$ cat src/rtl/pic_pkg.sv
// Shared constants and helpers for the PIC16F5x return-address stack.
package pic_pkg;

    localparam int OVF_WRAP    = 0;
    localparam int OVF_SAT     = 1;
    localparam int PC_W_DEFAULT = 9;

    // Pointer width; a 2-entry stack still needs one bit.
    function automatic int ptr_w(input int depth);
        return (depth <= 2) ? 1 : $clog2(depth);
    endfunction

endpackage

$ cat src/rtl/pic_call_stack.sv
// Parametrised CALL/RETLW return-address stack with overflow policy and sticky flags.
// Optional macro PIC_CALL_STACK_HWM_EN adds the `hwm` high-water-mark output.
module pic_call_stack
    import pic_pkg::*;
#(
    parameter int ADDR_W   = PC_W_DEFAULT,
    parameter int DEPTH    = 2,
    parameter int OVF_MODE = OVF_WRAP,
    localparam int CNT_W   = $clog2(DEPTH + 1)
) (
    input  logic              clk,
    input  logic              rst,
    input  logic              push,
    input  logic              pop,
    input  logic [ADDR_W-1:0] in,
    output logic [ADDR_W-1:0] out,
    output logic [CNT_W-1:0]  count,
    output logic              full,
    output logic              empty,
    output logic              ovf,
    output logic              unf,
`ifdef PIC_CALL_STACK_HWM_EN
    output logic [CNT_W-1:0]  hwm,
`endif
    input  logic              clr_err
);

    localparam int PTR_W = ptr_w(DEPTH);

    logic [ADDR_W-1:0] mem [DEPTH];
    logic [PTR_W-1:0]  sp, sp_inc, sp_dec, sp_nxt, wr_idx;
    logic [CNT_W-1:0]  cnt_nxt;
    logic              wr_en, ovf_set, unf_set;

    // Explicit compare-based wrap keeps non-power-of-two depths correct.
    assign sp_inc = (sp == PTR_W'(DEPTH - 1)) ? '0 : sp + PTR_W'(1);
    assign sp_dec = (sp == '0) ? PTR_W'(DEPTH - 1) : sp - PTR_W'(1);

    assign out   = mem[sp_dec];
    assign full  = (count == CNT_W'(DEPTH));
    assign empty = (count == '0);

    always_comb begin
        wr_en   = 1'b0;
        wr_idx  = sp;
        sp_nxt  = sp;
        cnt_nxt = count;
        ovf_set = 1'b0;
        unf_set = 1'b0;
        if (push && pop && !empty) begin
            wr_en  = 1'b1;
            wr_idx = sp_dec;
        end else if (push) begin
            if (!full) begin
                wr_en   = 1'b1;
                sp_nxt  = sp_inc;
                cnt_nxt = count + CNT_W'(1);
            end else begin
                ovf_set = 1'b1;
                if (OVF_MODE == OVF_WRAP) begin
                    wr_en  = 1'b1;
                    sp_nxt = sp_inc;
                end
            end
        end else if (pop) begin
            if (!empty) begin
                sp_nxt  = sp_dec;
                cnt_nxt = count - CNT_W'(1);
            end else begin
                unf_set = 1'b1;
                if (OVF_MODE == OVF_WRAP) sp_nxt = sp_dec;
            end
        end
    end

    always_ff @(posedge clk) begin
        if (rst) begin
            sp    <= '0;
            count <= '0;
            ovf   <= 1'b0;
            unf   <= 1'b0;
            for (int i = 0; i < DEPTH; i++) mem[i] <= '0;
        end else begin
            if (wr_en) mem[wr_idx] <= in;
            sp    <= sp_nxt;
            count <= cnt_nxt;
            // A new error in the clearing cycle wins over clr_err.
            ovf   <= (ovf & ~clr_err) | ovf_set;
            unf   <= (unf & ~clr_err) | unf_set;
        end
    end

`ifdef PIC_CALL_STACK_HWM_EN
    always_ff @(posedge clk) begin
        if (rst) hwm <= '0;
        else if (count > hwm) hwm <= count;
    end
`endif

endmodule

$ cat config.mk
export PLATFORM = sky130hd
export DESIGN_NAME = pic_call_stack
export DESIGN_NICKNAME = d
export VERILOG_FILES = /design/src/rtl/pic_pkg.sv /design/src/rtl/pic_call_stack.sv
export SDC_FILE = /design/constraint.sdc
export NUM_CORES = 1
export LEC_CHECK = 0
export BUFFER_PORTS_ARGS = -buffer_cell sky130_fd_sc_hd__buf_2
export CORE_MARGIN = 5
export CORE_UTILIZATION = 51
export DETAILED_ROUTE_END_ITERATION = 6
export GPL_TIMING_DRIVEN = 0
export PLACE_DENSITY = 0.87
export REMOVE_ABC_BUFFERS = 1
export SKIP_LAST_GASP = 1
export SYNTH_ARGS = -nofsm -noshare
export SYNTH_HDL_FRONTEND = slang
export SYNTH_SLANG_ARGS = --single-unit
export TNS_END_PERCENT = 50
$ cat constraint.sdc
create_clock -name clk -period 1.8 [get_ports clk]
set_input_delay 0.09 -clock clk [delete_from_list [all_inputs] [get_ports clk]]
set_output_delay 0.09 -clock clk [all_outputs]
set_load 0.01 [all_outputs]
==> results of run 1 <==
==> layer usage <==
metal / GRT usage (%) / routed length (µm)
met3: 2.98 / 68
met4: 9.15 / 29
met5: 0 / 0
met2: 20.5 / 1000
met1: 15.1 / 740
==> cells in the final DEF (no fill, tap or decap) <==
| cell | n |
|---|---|
| a211oi_1 | 1 |
| a21oi_1 | 4 |
| and2_1 | 18 |
| and2b_1 | 1 |
| buf_2 | 28 |
| clkbuf_1 | 1 |
| clkbuf_4 | 3 |
| dfxtp_1 | 4 |
| dfxtp_2 | 1 |
| edfxtp_1 | 18 |
| mux2_2 | 10 |
| mux2i_1 | 1 |
| mux2i_4 | 2 |
| nand2_1 | 1 |
| nand2b_1 | 1 |
| nand3b_1 | 1 |
| nor2_1 | 5 |
| nor2b_1 | 6 |
| nor3_1 | 2 |
| o21a_1 | 1 |
| o21a_4 | 1 |
| or2_4 | 2 |
| or3b_4 | 1 |
==> metrics by stage <==
step,util [%],cells,setup TNS [ns],worst slack [ns]
2_1_floorplan,-,81,0,0.0944
3_3_place_gp,62.9,136,-2.01,-0.182
3_5_place_dp,62.9,136,-3.02,-0.254
4_1_cts,64.4,140,0,0.0253
5_1_grt,64.6,140,0,0.0153
6_report,64.6,140,0,0.0804
==> worst min path at each step <==
stage	slack (ns)	to	cells after the start	from
after floorplan	0.16	ovf	1	rst
after global placement	0.38	mem[1][7]	2	in[7]
after detailed placement	0.38	mem[1][1]	2	in[1]
after CTS	0.05	unf	2	rst
after global routing	0.04	mem[0][2]	2	in[2]
final	0.05	mem[1][7]	2	in[7]
==> final cells by class <==
class / instances / area, µm²
well taps: 27 / 33.8
flip-flops and latches: 23 / 642
multi-input cells: 58 / 450
repair buffers: 28 / 140
clock buffers: 4 / 26.3
fillers: 167 / 709
==> registers in the layout (all words and copies together) (netlist names) <==
register	flops
mem	18
count	2
ovf	1
sp	1
unf	1
==> synthesized netlist by cell type, types with 2 or more instances <==
master,number
and2_1,18
edfxtp_1,18
mux2_2,10
nor2b_1,6
dfxtp_1,5
nor2_1,5
a21oi_1,4
buf_2,2
mux2i_4,2
nor3_1,2
==> power by group <==
part | switching [W] | internal (W)
Clock | 0.000153 | 0.0000865
Combinational | 0.0000863 | 0.0000959
Sequential | 0.0000247 | 0.000617
==> critical path, stage by stage, from the launching register on <==
cell,delay [ns]
dfxtp_2,0.42
or3b_4,0.46
mux2i_4,0.29
or2_4,0.27
==> logic make-up (layout without fill, tap and decap cells) <==
family	count (synthesis)	count (layout)	synth area share, %
AND/OR/NAND/NOR	38	38	20.8
flip-flops	23	23	58.4
buffers and inverters	2	32	0.913
multiplexers	13	13	15.3
AO/OA/AOI/OAI	7	7	4.57
==> out/metrics.yaml, run 1 <==
cp_max_fo: 13
antenna_found_initial: 0
min_period_ns: 1.72
place_congestion: 0.721
h-tree-depth: 1
p_leak_nw: 0.535
cts-resized-gates: 2
drive_above_1_share_pct: 42.5
criticalPathCategory: "reg2reg"
synth-seq-cells: 23
max-slew-margin-rel_pct: 79.2
critPathLaunchType: "flop"
worst_ep_arrival_time_ns: 1.74
p_per_area_nw_per_um2: 823
portBuffers: 28
dr_total_vias: 704
fmax_mhz: 582
synth_flop_cell: "edfxtp_1"
place_area_um2: 1260
fin_crit_sh_pct: 95.5
drt-total-wl_um: 1840
status: "finished clean"
timing.hold.ws_ns: 0.0537
clockBufferDepth: 2
grt_usage_pct: 12.9
final_cell_area_um2: 1290
setup_viol: 0
final_nets: 128
grt_pass1_wl_um: 3110
area_delta_synth_final_pct: 17.9
drt_iter0_drc: 10
drc: 0
synth.cell_area_um2: 1100
postCtsSetupRepairBufs: 0
reg2reg_from: "sp"
worst-r2r-cell-count: 3
cap_violations: 0
ant_nets: 0
grt_max_degree: 14
yosys.area.top_type: "edfxtp_1"
detail_route.first_pass.iterations: 4
pin_count: 29
finalPower_w: 0.00106
crit_end: "mem[0][1]"
clk_pin_slew_ns: 0.13
die_area_um2: 3180
cts_hold_buf: 0
die_width_um: 56.4
tightestPinTransition_ns: 0.305
viasPerCell: 5.03
synth.distinct_cells: 21
worst_setup_path_end_kind: "flop"
insertion_delay_ns: 0.31
synth_seq_area_share_pct: 58.4
synth_top_area_share_pct: 49.3
final.setup_skew_ns: 0.00871
wl_per_cell_um: 13.2
grt_pass1_vias: 692
antennaDiodeCount: 0
drv_slew: 0
hold_path_class: "in2reg"
ys.warnings.count: 0
synth-edff-count: 18
netlist_top_cells_area: "edfxtp_1, and2_1, mux2_2, dfxtp_1, mux2i_4"
vdd_drop_max_mv: 0.689
rsz0062_at_grt: "false"
reg2reg_to: "mem[0][1]"
cts-root-buf: "clkbuf_4"
postSynth.asyncResetShare_pct: 0
rows: 16
initial_core_util_pct: 54.7
die_y_um: 56.4
clock-sinks: 23
cts_tree: "built"
avgSynthCellArea_um2: 13.2
overflow: 0
dp_hpwl_um: 1360
cp.required_ns: 1.82
hold_viol_final: 0
cts_buffers: 3
r2r_slack_ns: 0.08
core_area_um2: 2000
worstSetupStartpoint: "sp"
syn-instance-count: 83
(Power assumes the default switching activity.)
==> inputs of run 2 (changes only) <==
==> constraint.sdc (replaced) <==
create_clock -name clk -period 1.8 [get_ports clk]
set_input_delay 0 -clock clk [delete_from_list [all_inputs] [get_ports clk]]
set_output_delay 0 -clock clk [all_outputs]
set_load 0.01 [all_outputs]
==> run 2 against run 1 <==
  * Non-clock buffer count rose by 11
  * Via count up 5.1%
  * Critical path type unchanged
  * Highest routed layer unchanged
  * Die area stayed put
  * Clock power about the same
  * Setup slack worse by 0.0069 ns
  * Register-to-register slack barely moved
  * Clock skew down 0.0035 ns
==> out/metrics.yaml, run 2 (synthesis results as in run 1) <==
status: "finished clean"
wl_met2_um: 1110
dr_total_vias: 740
worst_setup_path_end_kind: "flop"
wl_per_cell_um: 13.2
die_y_um: 56.4
vdd_drop_max_mv: 0.693
ant_nets: 0
grt_max_degree: 14
cts_buffers: 3
whs_endpoint: "ovf"
p_per_area_nw_per_um2: 771
viasPerCell: 4.90
min_period_ns: 1.73
reg_top3: "mem (18), count (2)"
grt_usage_pct: 13.7
drt-total-wl_um: 2000
clockBufferDepth: 2
clk_pin_slew_ns: 0.12
area_delta_synth_final_pct: 28.0
r2r_slack_ns: 0.07
top_layer_used: "met4"
cp.required_ns: 1.83
drt_iter0_drc: 10
wl_met1_um: 794
critPathLaunchType: "flop"
clock-sinks: 23
die_width_um: 56.4
cts_tree: "built"
final_nets: 139
setup_viol: 0
p_leak_nw: 0.583
largest_reg_flops: 18
overflow: 0
tightestPinTransition_ns: 0.312
fmax_mhz: 579
fin_crit_sh_pct: 95.9
antenna_found_initial: 0
h-tree-depth: 1
worstHoldPathCells: 4
dp_hpwl_um: 1360
worst-r2r-cell-count: 3
mostFrequentLayoutCells: "buf_2, and2_1, edfxtp_1, dlygate4sd3_1, mux2_2"
insertion_delay_ns: 0.31
min-delay-start: "clr_err"
top_register: "mem"
place_congestion: 0.721
rsz0062_at_grt: "false"
final.setup_skew_ns: 0.00517
drive_above_1_share_pct: 38.7
rows: 16
hold_path_class: "in2reg"
cts-root-buf: "clkbuf_4"
grt_pass1_wl_um: 3330
die_area_um2: 3180
grt_pass1_vias: 740
reg2reg_from: "sp"
pin_count: 29
initial_core_util_pct: 54.7
hold_viol_final: 0
portBuffers: 28
detail_route.first_pass.iterations: 3
final_common_cell: "buf_2"
worst_ep_arrival_time_ns: 1.75
reg2reg_to: "mem[0][1]"
max-slew-margin-rel_pct: 78.8
dr_wl_met3_um: 63
postCtsSetupRepairBufs: 0
criticalPathCategory: "reg2reg"
worstSetupStartpoint: "sp"
setup_ws_ns: 0.0735
antennaDiodeCount: 0
cap_violations: 0
drv_slew: 0
core_area_um2: 2000
cp_max_fo: 13
drc: 0
finalPower_w: 0.00108
pre_cts_ws_ns: -0.254
==> run 2: cell types whose count changed in the layout (fill, tap and decap cells not counted), sizes merged <==
cell         delta
dlygate4sd3    +11
==> run 2: report_power, final <==
group	internal [W]	total (W)	switching, W
clock	0.0000865	0.000238	0.000151
sequential	0.000617	0.000641	0.0000247
combinational	0.000112	0.000202	0.0000906
==> run 2: stage by stage <==
stage | hold slack [ns] | TNS (ns) | instances | area [µm²] | utilization, %
after global placement | 0.286 | -2.01 | 136 | 1260 | 62.9
final | 0.0258 | 0 | 151 | 1400 | 70.1
after floorplan | 0.0724 | 0 | 81 | 1090 | -
after global routing | 0.0204 | 0 | 151 | 1400 | 70.1
after CTS | 0.0227 | 0 | 151 | 1400 | 69.9
after detailed placement | 0.291 | -3.02 | 136 | 1260 | 62.9
==> run 2: final cells by class <==
type / instances / area (µm²)
Sequential cell: 23 / 642
Fill cell: 146 / 599
Multi-Input combinational cell: 58 / 450
Timing Repair Buffer: 39 / 250
Tap cell: 27 / 33.8
Clock buffer: 4 / 26.3
==> run 2: worst max-delay path by stage <==
stage / slack (ns) / cells after the start / endpoint
after global placement: -0.18 / 3 / mem[0][4]
after CTS: 0.03 / 3 / mem[1][8]
after floorplan: 0.09 / 3 / mem[0][0]
after global routing: 0.003 / 3 / mem[1][1]
after detailed placement: -0.25 / 3 / mem[0][4]
final: 0.07 / 3 / mem[0][1]
==> run 2: routing by layer <==
layer	vias up	GRT usage, %
met1	350	15.8
met5	-	0
met4	0	9.15
li1	376	-
met2	12	22.5
met3	2	3.21
==> run 2: timing repair <==
item                       CTS  global route
hold endpoints to repair    22             0
setup endpoints to repair   18             9
hold buffers                11             0
gates resized for setup      2             1
==> run 2: worst max-delay path: stages (launching register included) <==
cell and delay [ns]:
dfxtp_2 0.42, or3b_4 0.46, mux2i_4 0.29, or2_4 0.27
==> inputs of run 3 (changes only) <==
--- a/config.mk
+++ b/config.mk
@@ -5,12 +5,13 @@
 export SDC_FILE = /design/constraint.sdc
 export NUM_CORES = 1
 export LEC_CHECK = 0
+export ABC_AREA = 1
 export BUFFER_PORTS_ARGS = -buffer_cell sky130_fd_sc_hd__buf_2
 export CORE_MARGIN = 5
-export CORE_UTILIZATION = 51
+export CORE_UTILIZATION = 50
 export DETAILED_ROUTE_END_ITERATION = 6
 export GPL_TIMING_DRIVEN = 0
-export PLACE_DENSITY = 0.87
+export PLACE_DENSITY = 0.85
 export REMOVE_ABC_BUFFERS = 1
 export SKIP_LAST_GASP = 1
 export SYNTH_ARGS = -nofsm -noshare
==> run 3 against run 2 <==
  * Combinational power grew 2%
  * Global-route usage is 1.2 points higher
  * Sequential share of layout area about the same
  * Core utilization decreased by 0.63 points
  * Flip-flop and latch count unchanged
  * Non-clock buffer count up 1
  * Critical endpoint is now mem[0][5]
  * Largest cell class unchanged
  * Largest power group unchanged
  * Highest routed layer unchanged
==> out/metrics.yaml, run 3 <==
status: "finished clean"
drt_iter0_drc: 18
synth_flop_cell: "edfxtp_1"
final_nets: 182
path_cells: "nor2_4 -> nor2_2 -> nand2_2 -> nand2_2 -> nand2_4 -> nand2_1"
synth_seq_area_share_pct: 59.1
worst_setup_path_end_kind: "flop"
final.setup_skew_ns: 0.00410
tightestPinTransition_ns: 0.401
avgSynthCellArea_um2: 8.75
whs_endpoint: "mem[1][8]"
fin_cells: 194
synth.distinct_cells: 16
cp_max_fo: 10
rows: 16
synth-compound-area-share_pct: 2.77
synth-xor-area-share_pct: 0
critPathSlowestCell: "dfxtp_1"
criticalPathCategory: "reg2reg"
cap_violations: 0
cp.buffers_inverters: 0
cpLargestDelayFamily: "simple AND/OR/NAND/NOR gates"
grt_max_degree: 14
worstHoldPathCells: 3
core_area_um2: 2020
postSynth.asyncResetShare_pct: 0
yosys.area.top_type: "edfxtp_1"
ys.warnings.count: 0
drc: 0
hold_viol_final: 0
grt_pass1_wl_um: 3750
die_width_um: 56.6
reg_top3: "mem (18), count (2)"
ant_nets: 0
largest_reg_flops: 18
cts_buffers: 3
final_common_cell: "nand2_1"
place_congestion: 0.756
min-delay-start: "in[8]"
antenna_found_initial: 0
finalPower_w: 0.00109
top_register: "mem"
initial_core_util_pct: 53.7
detail_route.first_pass.iterations: 4
clockBufferDepth: 2
placed_cells: 178
rsz0062_at_grt: "false"
dp_hpwl_um: 1680
synth-adder-area-share_pct: 0
antennaDiodeCount: 0
r2r_slack_ns: 0.13
critPathLaunchType: "flop"
synth-simple-area-share_pct: 31.6
area_delta_synth_final_pct: 29.4
die_y_um: 56.6
max-slew-margin-rel_pct: 73.2
pin_count: 29
vdd_drop_max_mv: 0.577
dr_total_vias: 937
timing.hold.ws_ns: 0.0191
synth-seq-cells: 23
worst-r2r-cell-count: 6
clk_pin_slew_ns: 0.13
slowest_delay_ns: 0.52
synthMuxAreaShare_pct: 0
nFillCells: 171
synth_top_family_by_area: "simple AND/OR/NAND/NOR gates"
synth_top_area_share_pct: 49.8
clock-sinks: 23
min_period_ns: 1.67
synth_common_cells: "nand2_1, nor2_1, edfxtp_1"
drv_slew: 0
netlist_top_cells_area: "edfxtp_1, nand2_1, dfxtp_1, nor2_1, inv_1"
grt_usage_pct: 15.0
insertion_delay_ns: 0.32
cts-root-buf: "clkbuf_4"
cts_tree: "built"
cp.required_ns: 1.80
fmax_mhz: 599
hold_path_class: "in2reg"
synth-edff-count: 18
cp_common_cell: "nand2_2"
fin_crit_sh_pct: 92.8
synth.cell_area_um2: 1080
syn-instance-count: 124
drt-total-wl_um: 2320
drive_above_1_share_pct: 25.7
grt_pass1_vias: 883
worst_ep_arrival_time_ns: 1.67
die_area_um2: 3200
postCtsSetupRepairBufs: 0
portBuffers: 28
overflow: 0
reg2reg_to: "mem[0][5]"
reg2reg_from: "count[0]"
mostFrequentLayoutCells: "nand2_1, buf_2, nor2_1, edfxtp_1, inv_1"
p_leak_nw: 0.708
p_per_area_nw_per_um2: 779
h-tree-depth: 1
viasPerCell: 4.83
wl_per_cell_um: 12.0
synth.most_common_cell: "nand2_1"
setup_viol: 0
## run 3: cell types whose count changed in the layout (fill, tap and decap cells not counted), moves of 10 or more
cell     previous run  this run
mux2_2             10         0
inv_1               0        17
nand2_1             1        39
and2_1             18         0
nor2_1              5        24
## run 3: worst max-delay path by stage
stage | from | endpoint | cells after the start
floorplan | count[0] | mem[0][0] | 6
global placement | sp | mem[1][2] | 4
detailed placement | sp | mem[1][2] | 4
CTS | count[0] | mem[0][0] | 6
global route | sp | mem[1][0] | 4
finish | count[0] | mem[0][5] | 6
## run 3: where the power goes
part,switching (W),internal (W),total [W]
clock,0.000164,0.0000834,0.000247
combinational,0.000123,0.0000833,0.000206
sequential,0.0000260,0.000614,0.000640
total,0.000313,0.000781,0.00109
## run 3: cells by family after synthesis
kind of cell | after synthesis
buffers and inverters | 19
and+or+nand+nor | 77
DFF | 23
AOI/OAI and AO/OA | 5
## run 3: final cells by class
cell class	count	area (µm²)	share of cell area [%]
clock buffer	3	22.5	1.60
clock inverter	1	5.00	0.357
inverter	18	67.6	4.81
multi-input combinational	82	373	26.6
sequential	23	642	45.7
tap	27	33.8	2.41
timing repair buffer	40	260	18.5
## run 3: routing by layer
| metal | wire length [µm] | track usage, % | up-vias |
|---|---|---|---|
| li1 | - | - | 473 |
| met1 | 937 | 15.8 | 435 |
| met2 | 1250 | 29.4 | 27 |
| met3 | 105 | 2.29 | 2 |
| met4 | 30 | 5.08 | 0 |
| met5 | 0 | 0 | - |
## run 3: repair_timing
| action | CTS | global route |
|---|---|---|
| hold buffers | 12 | 0 |
| resized for setup | 1 | 0 |
| endpoints found under the hold margin | 15 | 0 |
| endpoints found under the setup margin | 9 | 0 |
## run 3: worst reg2reg max path, delay by kind of cell (launching register included)
family,cells,cell delay (ns)
flip-flops,1,0.52
AND/OR/NAND/NOR,6,0.83
## run 3: through the flow
step / setup slack [ns] / util (%) / setup TNS (ns) / instance area [µm²]
finish: 0.130 / 69.4 / 0 / 1400
floorplan: 0.303 / - / 0 / 1080
global placement: 0.00225 / 62.1 / 0 / 1250
global route: 0.0400 / 69.4 / 0 / 1400
detailed placement: -0.0196 / 62.1 / -0.175 / 1250
CTS: 0.144 / 69.4 / 0 / 1400
